## config.mk

```make
export PLATFORM = sky130hd
export DESIGN_NAME = turn_clock_flat
export DESIGN_NICKNAME = d
export VERILOG_FILES = /design/src/rtl/turn_clock_if.sv /design/src/rtl/turn_clock.sv /design/src/flat_wrapper.sv
export SDC_FILE = /design/constraint.sdc
export NUM_CORES = 1
export LEC_CHECK = 0
export ABC_AREA = 1
export CORE_ASPECT_RATIO = 1.4
export CORE_MARGIN = 10
export CORE_UTILIZATION = 23
export CTS_CLUSTER_SIZE = 40
export DETAILED_ROUTE_END_ITERATION = 7
export GPL_ROUTABILITY_DRIVEN = 0
export PLACE_DENSITY_LB_ADDON = 0.25
export SETUP_SLACK_MARGIN = 0.02
export SYNTH_ARGS = -nofsm -noshare
export SYNTH_HDL_FRONTEND = slang
export SYNTH_SLANG_ARGS = --single-unit
```

## constraint.sdc

```tcl
create_clock -name clk -period 1.8 [get_ports clk]
set_clock_uncertainty 0.05 [all_clocks]
set_input_delay 0.27 -clock clk [delete_from_list [all_inputs] [get_ports clk]]
set_output_delay 0.27 -clock clk [all_outputs]
set_load 0.01 [all_outputs]
```

## src/rtl/turn_clock_if.sv

```systemverilog
// Bus between the play controller and the turn clock. The controller side
// (master) drives turn control, ticks and buttons and reads back the
// surrender flags, the remaining times and the FSM state. The turn clock
// uses the slave side.
interface turn_clock_if;
  // Controller -> turn clock
  logic       tick;
  logic       clr;
  logic       player1_en;
  logic       player2_en;
  logic       p1_btn;
  logic       p2_btn;
  logic       p1_move_done;
  logic       p2_move_done;
  // Turn clock -> controller
  logic       player1_surrender;
  logic       player2_surrender;
  logic [7:0] p1_time;
  logic [7:0] p2_time;
  logic       timeout;
  logic [1:0] run_state;

  modport master (
    output tick, clr, player1_en, player2_en, p1_btn, p2_btn,
           p1_move_done, p2_move_done,
    input  player1_surrender, player2_surrender, p1_time, p2_time,
           timeout, run_state
  );

  modport slave (
    input  tick, clr, player1_en, player2_en, p1_btn, p2_btn,
           p1_move_done, p2_move_done,
    output player1_surrender, player2_surrender, p1_time, p2_time,
           timeout, run_state
  );
endinterface

```

## src/rtl/turn_clock.sv

```systemverilog
// Two-player game clock. Each player owns a seconds counter that runs down
// on the 1 Hz tick while it is that player's turn. A player loses by running
// out of time (timeout) or by pressing the surrender button. Once a flag is
// raised, the clock freezes in FLAGGED until the controller restarts the game.
//
// Optional feature: define TURN_CLOCK_INCREMENT_EN to add INC_TIME seconds to
// a player's clock on every completed move (Fischer increment). In the
// default build the move_done inputs are unused.
module turn_clock #(
  parameter logic [7:0] TOTAL_TIME = 8'd180,
  parameter logic [7:0] INC_TIME   = 8'd5
) (
  input  logic       clk,
  input  logic       nRST,
  turn_clock_if.slave bus
);

  localparam logic [1:0] IDLE    = 2'd0;
  localparam logic [1:0] RUN1    = 2'd1;
  localparam logic [1:0] RUN2    = 2'd2;
  localparam logic [1:0] FLAGGED = 2'd3;

  // Game state
  logic [1:0] state_q, state_d;
  logic [7:0] p1_time_q, p1_time_d;
  logic [7:0] p2_time_q, p2_time_d;
  logic       p1_flag_q, p1_flag_d;
  logic       p2_flag_q, p2_flag_d;
  logic       timeout_q, timeout_d;

  // Button conditioning: two-stage synchronizer, previous-sample register for
  // the rising-edge detector, and a post-reset settle counter.
  logic [1:0] p1_sync_q, p1_sync_d;
  logic [1:0] p2_sync_q, p2_sync_d;
  logic       p1_prev_q, p1_prev_d;
  logic       p2_prev_q, p2_prev_d;
  logic [1:0] settle_q, settle_d;

  logic       armed;
  logic       p1_edge;
  logic       p2_edge;
  logic       en_differ;
  logic       run_active;
  logic       p1_dec;
  logic       p2_dec;
  logic       p1_expire;
  logic       p2_expire;

  // The edge detector is armed only once the synchronizer and the previous
  // sample both hold real pin values. A button already held when reset is
  // released then looks "high all along" instead of producing an edge.
  assign armed   = (settle_q == 2'd3);
  assign p1_edge = armed & p1_sync_q[1] & ~p1_prev_q;
  assign p2_edge = armed & p2_sync_q[1] & ~p2_prev_q;

  // Clocks run only in a RUN state with exactly one turn enable asserted;
  // equal enables freeze both clocks.
  assign en_differ  = bus.player1_en ^ bus.player2_en;
  assign run_active = ((state_q == RUN1) || (state_q == RUN2)) && en_differ;
  assign p1_dec     = run_active && (state_q == RUN1) && bus.tick;
  assign p2_dec     = run_active && (state_q == RUN2) && bus.tick;
  assign p1_expire  = p1_dec && (p1_time_q == 8'd1);
  assign p2_expire  = p2_dec && (p2_time_q == 8'd1);

`ifdef TURN_CLOCK_INCREMENT_EN
  logic p1_add;
  logic p2_add;

  // A completed move only counts for the player whose turn it is.
  assign p1_add = (state_q == RUN1) && bus.p1_move_done;
  assign p2_add = (state_q == RUN2) && bus.p2_move_done;

  // Add the increment, saturating at 255 seconds.
  function automatic logic [7:0] add_increment(input logic [7:0] t);
    logic [8:0] sum;
    sum = {1'b0, t} + {1'b0, INC_TIME};
    return sum[8] ? 8'hFF : sum[7:0];
  endfunction
`else
  // Increment disabled: the move-complete pulses and INC_TIME are not used.
  logic unused_move_done;
  assign unused_move_done = ^{INC_TIME, bus.p1_move_done, bus.p2_move_done};
`endif

  // Synchronizer shift, edge-detect history and reset settle counter.
  always_comb begin
    p1_sync_d = {p1_sync_q[0], bus.p1_btn};
    p2_sync_d = {p2_sync_q[0], bus.p2_btn};
    p1_prev_d = p1_sync_q[1];
    p2_prev_d = p2_sync_q[1];
    settle_d  = armed ? settle_q : settle_q + 2'd1;
  end

  // Next game state: restart, countdown, increment, flags and FSM moves.
  always_comb begin
    // NOTE: every variable gets a default before any branch so that no path
    // leaves it unassigned; a missing default here would infer a latch.
    state_d   = state_q;
    p1_time_d = p1_time_q;
    p2_time_d = p2_time_q;
    p1_flag_d = p1_flag_q;
    p2_flag_d = p2_flag_q;
    timeout_d = timeout_q;

    if (bus.clr) begin
      // Restart beats every other event in the same cycle.
      state_d   = IDLE;
      p1_time_d = TOTAL_TIME;
      p2_time_d = TOTAL_TIME;
      p1_flag_d = 1'b0;
      p2_flag_d = 1'b0;
      timeout_d = 1'b0;
    end else begin
      // Countdown, saturating at zero.
      if (p1_dec && (p1_time_q != 8'd0)) p1_time_d = p1_time_q - 8'd1;
      if (p2_dec && (p2_time_q != 8'd0)) p2_time_d = p2_time_q - 8'd1;

`ifdef TURN_CLOCK_INCREMENT_EN
      // Increment applies after the tick; a clock at zero stays at zero.
      if (p1_add && (p1_time_d != 8'd0)) p1_time_d = add_increment(p1_time_d);
      if (p2_add && (p2_time_d != 8'd0)) p2_time_d = add_increment(p2_time_d);
`endif

      // Flags are sticky; buttons count in every state, expiry only while
      // that player's clock is running.
      p1_flag_d = p1_flag_q | p1_edge | p1_expire;
      p2_flag_d = p2_flag_q | p2_edge | p2_expire;
      timeout_d = timeout_q | p1_expire | p2_expire;

      case (state_q)
        IDLE, RUN1, RUN2: begin
          if (bus.player1_en && !bus.player2_en)      state_d = RUN1;
          else if (bus.player2_en && !bus.player1_en) state_d = RUN2;
          else                                        state_d = state_q;
        end
        default: state_d = FLAGGED;
      endcase

      if (p1_flag_d || p2_flag_d) state_d = FLAGGED;
    end
  end

  // Game state registers.
  always_ff @(posedge clk or negedge nRST) begin
    // NOTE: sequential state uses non-blocking assignments so every flop
    // samples the pre-edge values, independent of statement order.
    if (!nRST) begin
      state_q   <= IDLE;
      p1_time_q <= TOTAL_TIME;
      p2_time_q <= TOTAL_TIME;
      p1_flag_q <= 1'b0;
      p2_flag_q <= 1'b0;
      timeout_q <= 1'b0;
    end else begin
      state_q   <= state_d;
      p1_time_q <= p1_time_d;
      p2_time_q <= p2_time_d;
      p1_flag_q <= p1_flag_d;
      p2_flag_q <= p2_flag_d;
      timeout_q <= timeout_d;
    end
  end

  // Button synchronizer, edge-detect and settle registers.
  always_ff @(posedge clk or negedge nRST) begin
    if (!nRST) begin
      p1_sync_q <= 2'b00;
      p2_sync_q <= 2'b00;
      p1_prev_q <= 1'b0;
      p2_prev_q <= 1'b0;
      settle_q  <= 2'd0;
    end else begin
      p1_sync_q <= p1_sync_d;
      p2_sync_q <= p2_sync_d;
      p1_prev_q <= p1_prev_d;
      p2_prev_q <= p2_prev_d;
      settle_q  <= settle_d;
    end
  end

  // All outputs come straight from flops.
  assign bus.player1_surrender = p1_flag_q;
  assign bus.player2_surrender = p2_flag_q;
  assign bus.p1_time           = p1_time_q;
  assign bus.p2_time           = p2_time_q;
  assign bus.timeout           = timeout_q;
  assign bus.run_state         = state_q;

endmodule

```

## src/flat_wrapper.sv

```systemverilog
// flat-port wrapper written by rule: the top's interface ports become plain ports
module turn_clock_flat 
#(
  parameter logic [7:0] TOTAL_TIME = 8'd180,
  parameter logic [7:0] INC_TIME   = 8'd5
)
  (clk, nRST, bus_tick, bus_clr, bus_player1_en, bus_player2_en, bus_p1_btn, bus_p2_btn, bus_p1_move_done, bus_p2_move_done, bus_player1_surrender, bus_player2_surrender, bus_p1_time, bus_p2_time, bus_timeout, bus_run_state);
  turn_clock_if bus_i ();
  input  logic clk;
  input  logic nRST;
  input wire logic [$bits(bus_i.tick)-1:0] bus_tick;
  input wire logic [$bits(bus_i.clr)-1:0] bus_clr;
  input wire logic [$bits(bus_i.player1_en)-1:0] bus_player1_en;
  input wire logic [$bits(bus_i.player2_en)-1:0] bus_player2_en;
  input wire logic [$bits(bus_i.p1_btn)-1:0] bus_p1_btn;
  input wire logic [$bits(bus_i.p2_btn)-1:0] bus_p2_btn;
  input wire logic [$bits(bus_i.p1_move_done)-1:0] bus_p1_move_done;
  input wire logic [$bits(bus_i.p2_move_done)-1:0] bus_p2_move_done;
  output wire logic [$bits(bus_i.player1_surrender)-1:0] bus_player1_surrender;
  output wire logic [$bits(bus_i.player2_surrender)-1:0] bus_player2_surrender;
  output wire logic [$bits(bus_i.p1_time)-1:0] bus_p1_time;
  output wire logic [$bits(bus_i.p2_time)-1:0] bus_p2_time;
  output wire logic [$bits(bus_i.timeout)-1:0] bus_timeout;
  output wire logic [$bits(bus_i.run_state)-1:0] bus_run_state;
  assign bus_i.tick = bus_tick;
  assign bus_i.clr = bus_clr;
  assign bus_i.player1_en = bus_player1_en;
  assign bus_i.player2_en = bus_player2_en;
  assign bus_i.p1_btn = bus_p1_btn;
  assign bus_i.p2_btn = bus_p2_btn;
  assign bus_i.p1_move_done = bus_p1_move_done;
  assign bus_i.p2_move_done = bus_p2_move_done;
  assign bus_player1_surrender = bus_i.player1_surrender;
  assign bus_player2_surrender = bus_i.player2_surrender;
  assign bus_p1_time = bus_i.p1_time;
  assign bus_p2_time = bus_i.p2_time;
  assign bus_timeout = bus_i.timeout;
  assign bus_run_state = bus_i.run_state;
  turn_clock #(.TOTAL_TIME(TOTAL_TIME), .INC_TIME(INC_TIME)) u_core (.clk(clk), .nRST(nRST), .bus(bus_i));
endmodule
```

==> results.toml <==
[outcome]
outcome = "finished, final reports clean"

[placed_design]
dpl_worst_slack_ns = -0.3812
port_buffers = 28
postPlaceCellArea_um2 = 1943
hpwlAfterDp_um = 2584
dp.cells = 271

[worst_setup_path]
crit_path_max_fanout = 6
cp_cell_sequence = "clkdlybuf4s50_1"
reg2reg_depth = 9
crit_path_end_kind = "output port"
critical_path.startpoint = "u_core.bus.p1_time[4]$_DFFE_PN1P_"
critPathKind = "register to output port"
reg2reg_slack_ns = 0.12
max_stage_delay_ns = 0.59
crit_slowest_cell = "dfstp_2"
r2r-end = "u_core.bus.p1_time[7]$_DFFE_PN1P_"
cp.arrival_ns = 1.43
cp.required_ns = 1.48
critPathTopFamily = "flip-flops"
cp.depth = 1
critical_path.startpoint_type = "register"
crit_buf_inv = 1
timing.rr.start = "u_core.bus.run_state[0]$_DFFE_PN0P_"

[clock_network]
cts_buffer_depth = 2
path_clk_slew_ns = 0.07
cts.sinks = 29
cts_buffers = 5
clock_latency_ns = 0.29
h-tree-depth = 2
clock-root-buffer = "clkbuf_8"
holdBufCountCts = 0
cts_tree = "built"

[floorplan]
core_area_um2 = 6296
die_w_um = 88.37
start_util = 0.2391
fp-row-count = 34
design.portCount = 31
die_h_um = 115.7
dieArea_um2 = 10230

[route]
dr.pass1.iters = 5
wl_per_cell_um = 12.69
route.detailed.drc = 0
drt_wl_total_um = 3552
routed_via_density = 4.329
ant_nets = 0
vias = 1212
dr.first_iter.drc_count = 54

[timing]
worst_pin_slew_ns = 0.3863
period_minus_slack_ns = 1.753
setup_ws_ns = 0.04727
fin_hold_ws_ns = 0.2962
fmax_mhz = 570.5
setup_viol = 0
hold_violations = 0
slew_headroom = 0.7424
rsz0062_at_grt = "yes"
finalCritPeriodShare = 0.9737
tns_ns = 0
slew_violations = 0

[hold_path]
hp-start = "u_core.p2_sync_q[0]$_DFF_PN0_"
hold_end = "u_core.p2_sync_q[1]$_DFF_PN0_"
hold_depth = 0
worstHoldPathType = "register to register"

[grt]
first_global_vias = 1306
grt_max_degree = 30
grt_pass1_wl_um = 6009
gr-total-overflow = 0
antenna_found_initial = 0
track_usage = 0.07703

[layout]
seqCellArea_um2 = 735.7
multi_input_area_um2 = 737.0
final_cell_mix = "nand2_1, clkdlybuf4s50_1, dfrtp_1, nor2_1, inv_1"
stdcell_count = 280
fill_cells = 679
insertedDiodeCount = 0
syn_to_final_growth_pct = 38.24
stdcell_area_um2 = 2081
nets = 228
drive_above_1_share = 0.2308
fin_util = 0.3305

[synth]
synth_seq_cells = 29
synth_edf_count = 0
synth_nets = 184
yosysUniqueCellTypes = 28
async_reset_ff_frac = 1.000
ys_warn_count = 0
syn_area_per_cell_um2 = 9.234
ys_seq_area_frac = 0.4888
synthFlopType = "dfrtp_1"
synthCells = 163
netlist_area_um2 = 1505

[pwr]
p_per_area_nw_per_um2 = 666.9
peakVddDrop_mv = 0.2843
power.total_mw = 1.388
power_leakage_nw = 0.9273

[run]
cap_viol_max_count = 0
[flip-flops by register name (all words and copies together), names as in the netlist]
register and count:
u_core.bus.p1_time 8, u_core.bus.p2_time 8, u_core.bus.player1_surrender 1, u_core.bus.player2_surrender 1, u_core.bus.run_state 2, u_core.bus.timeout 1
u_core.p1_prev_q 1, u_core.p1_sync_q 2, u_core.p2_prev_q 1, u_core.p2_sync_q 2, u_core.settle_q 2
[cell usage after synthesis (2+ instances only)]
cell	instances	share of area
inv_2	2	0.0050
nand4_1	4	0.017
o21ai_0	9	0.030
a31oi_1	2	0.0083
inv_1	18	0.045
nand3_1	7	0.023
dfrtp_1	21	0.35
or2_0	2	0.0083
nor2_1	19	0.047
o21ai_4	2	0.022
a211oi_1	2	0.010
nand3b_1	2	0.010
ha_1	11	0.091
a21oi_1	12	0.040
nand2_1	27	0.067
nor2_4	3	0.022
dfstp_2	8	0.14
clkbuf_1	2	0.0050
[logic make-up after synthesis]
| kind of cell | after synthesis | synth area share |
|---|---|---|
| compound gates | 29 | 0.1180 |
| simple gates | 70 | 0.2336 |
| xor+xnor | 1 | 0.005820 |
| mux | 1 | 0.007481 |
| flops | 29 | 0.4888 |
| buf+inv | 22 | 0.05486 |
| fa+ha+maj | 11 | 0.09144 |
[metal layers]
layer,vias to the layer above,GRT usage,routed length (um),share of wire
met5,-,0,0,0
met4,0,0.04541,86,0.024
met3,8,0.03441,303,0.085
met2,29,0.1207,1628,0.46
met1,558,0.08389,1534,0.43
li1,617,-,-,-
[how the worst max path moves through the flow]
stage                                                    to  slack (ns)
after detailed placement  u_core.bus.p2_time[5]$_DFFE_PN1P_       -0.38
after CTS                 u_core.bus.p2_time[5]$_DFFE_PN1P_        0.03
after global placement    u_core.bus.p2_time[6]$_DFFE_PN0P_       -0.33
after global routing      u_core.bus.p2_time[5]$_DFFE_PN1P_       0.001
final                                        bus_p1_time[4]        0.05
after floorplan           u_core.bus.p1_time[7]$_DFFE_PN1P_        0.07
[layout make-up]
class / instances / area share
clock buffer: 8 / 0.03848
timing repair buffer: 39 / 0.1744
tap: 72 / 0.04330
inverter: 20 / 0.03608
multi-input combinational: 112 / 0.3542
sequential: 29 / 0.3536
[report_power, final]
part	internal, mW	leakage, nW	switching, mW	total, mW
combinational	0.0797	0.541	0.0963	0.176
clock	0.274	0.0395	0.252	0.526
sequential	0.673	0.347	0.0129	0.685
total	1.03	0.927	0.361	1.39
[what timing repair did]
action,CTS,global route
setup endpoints to repair,10,13
buffers inserted,0,1
endpoints found under the hold margin,0,0
gates resized for setup,7,11
pin swaps,4,6
No activity file was read; power rests on OpenSTA's default activity.
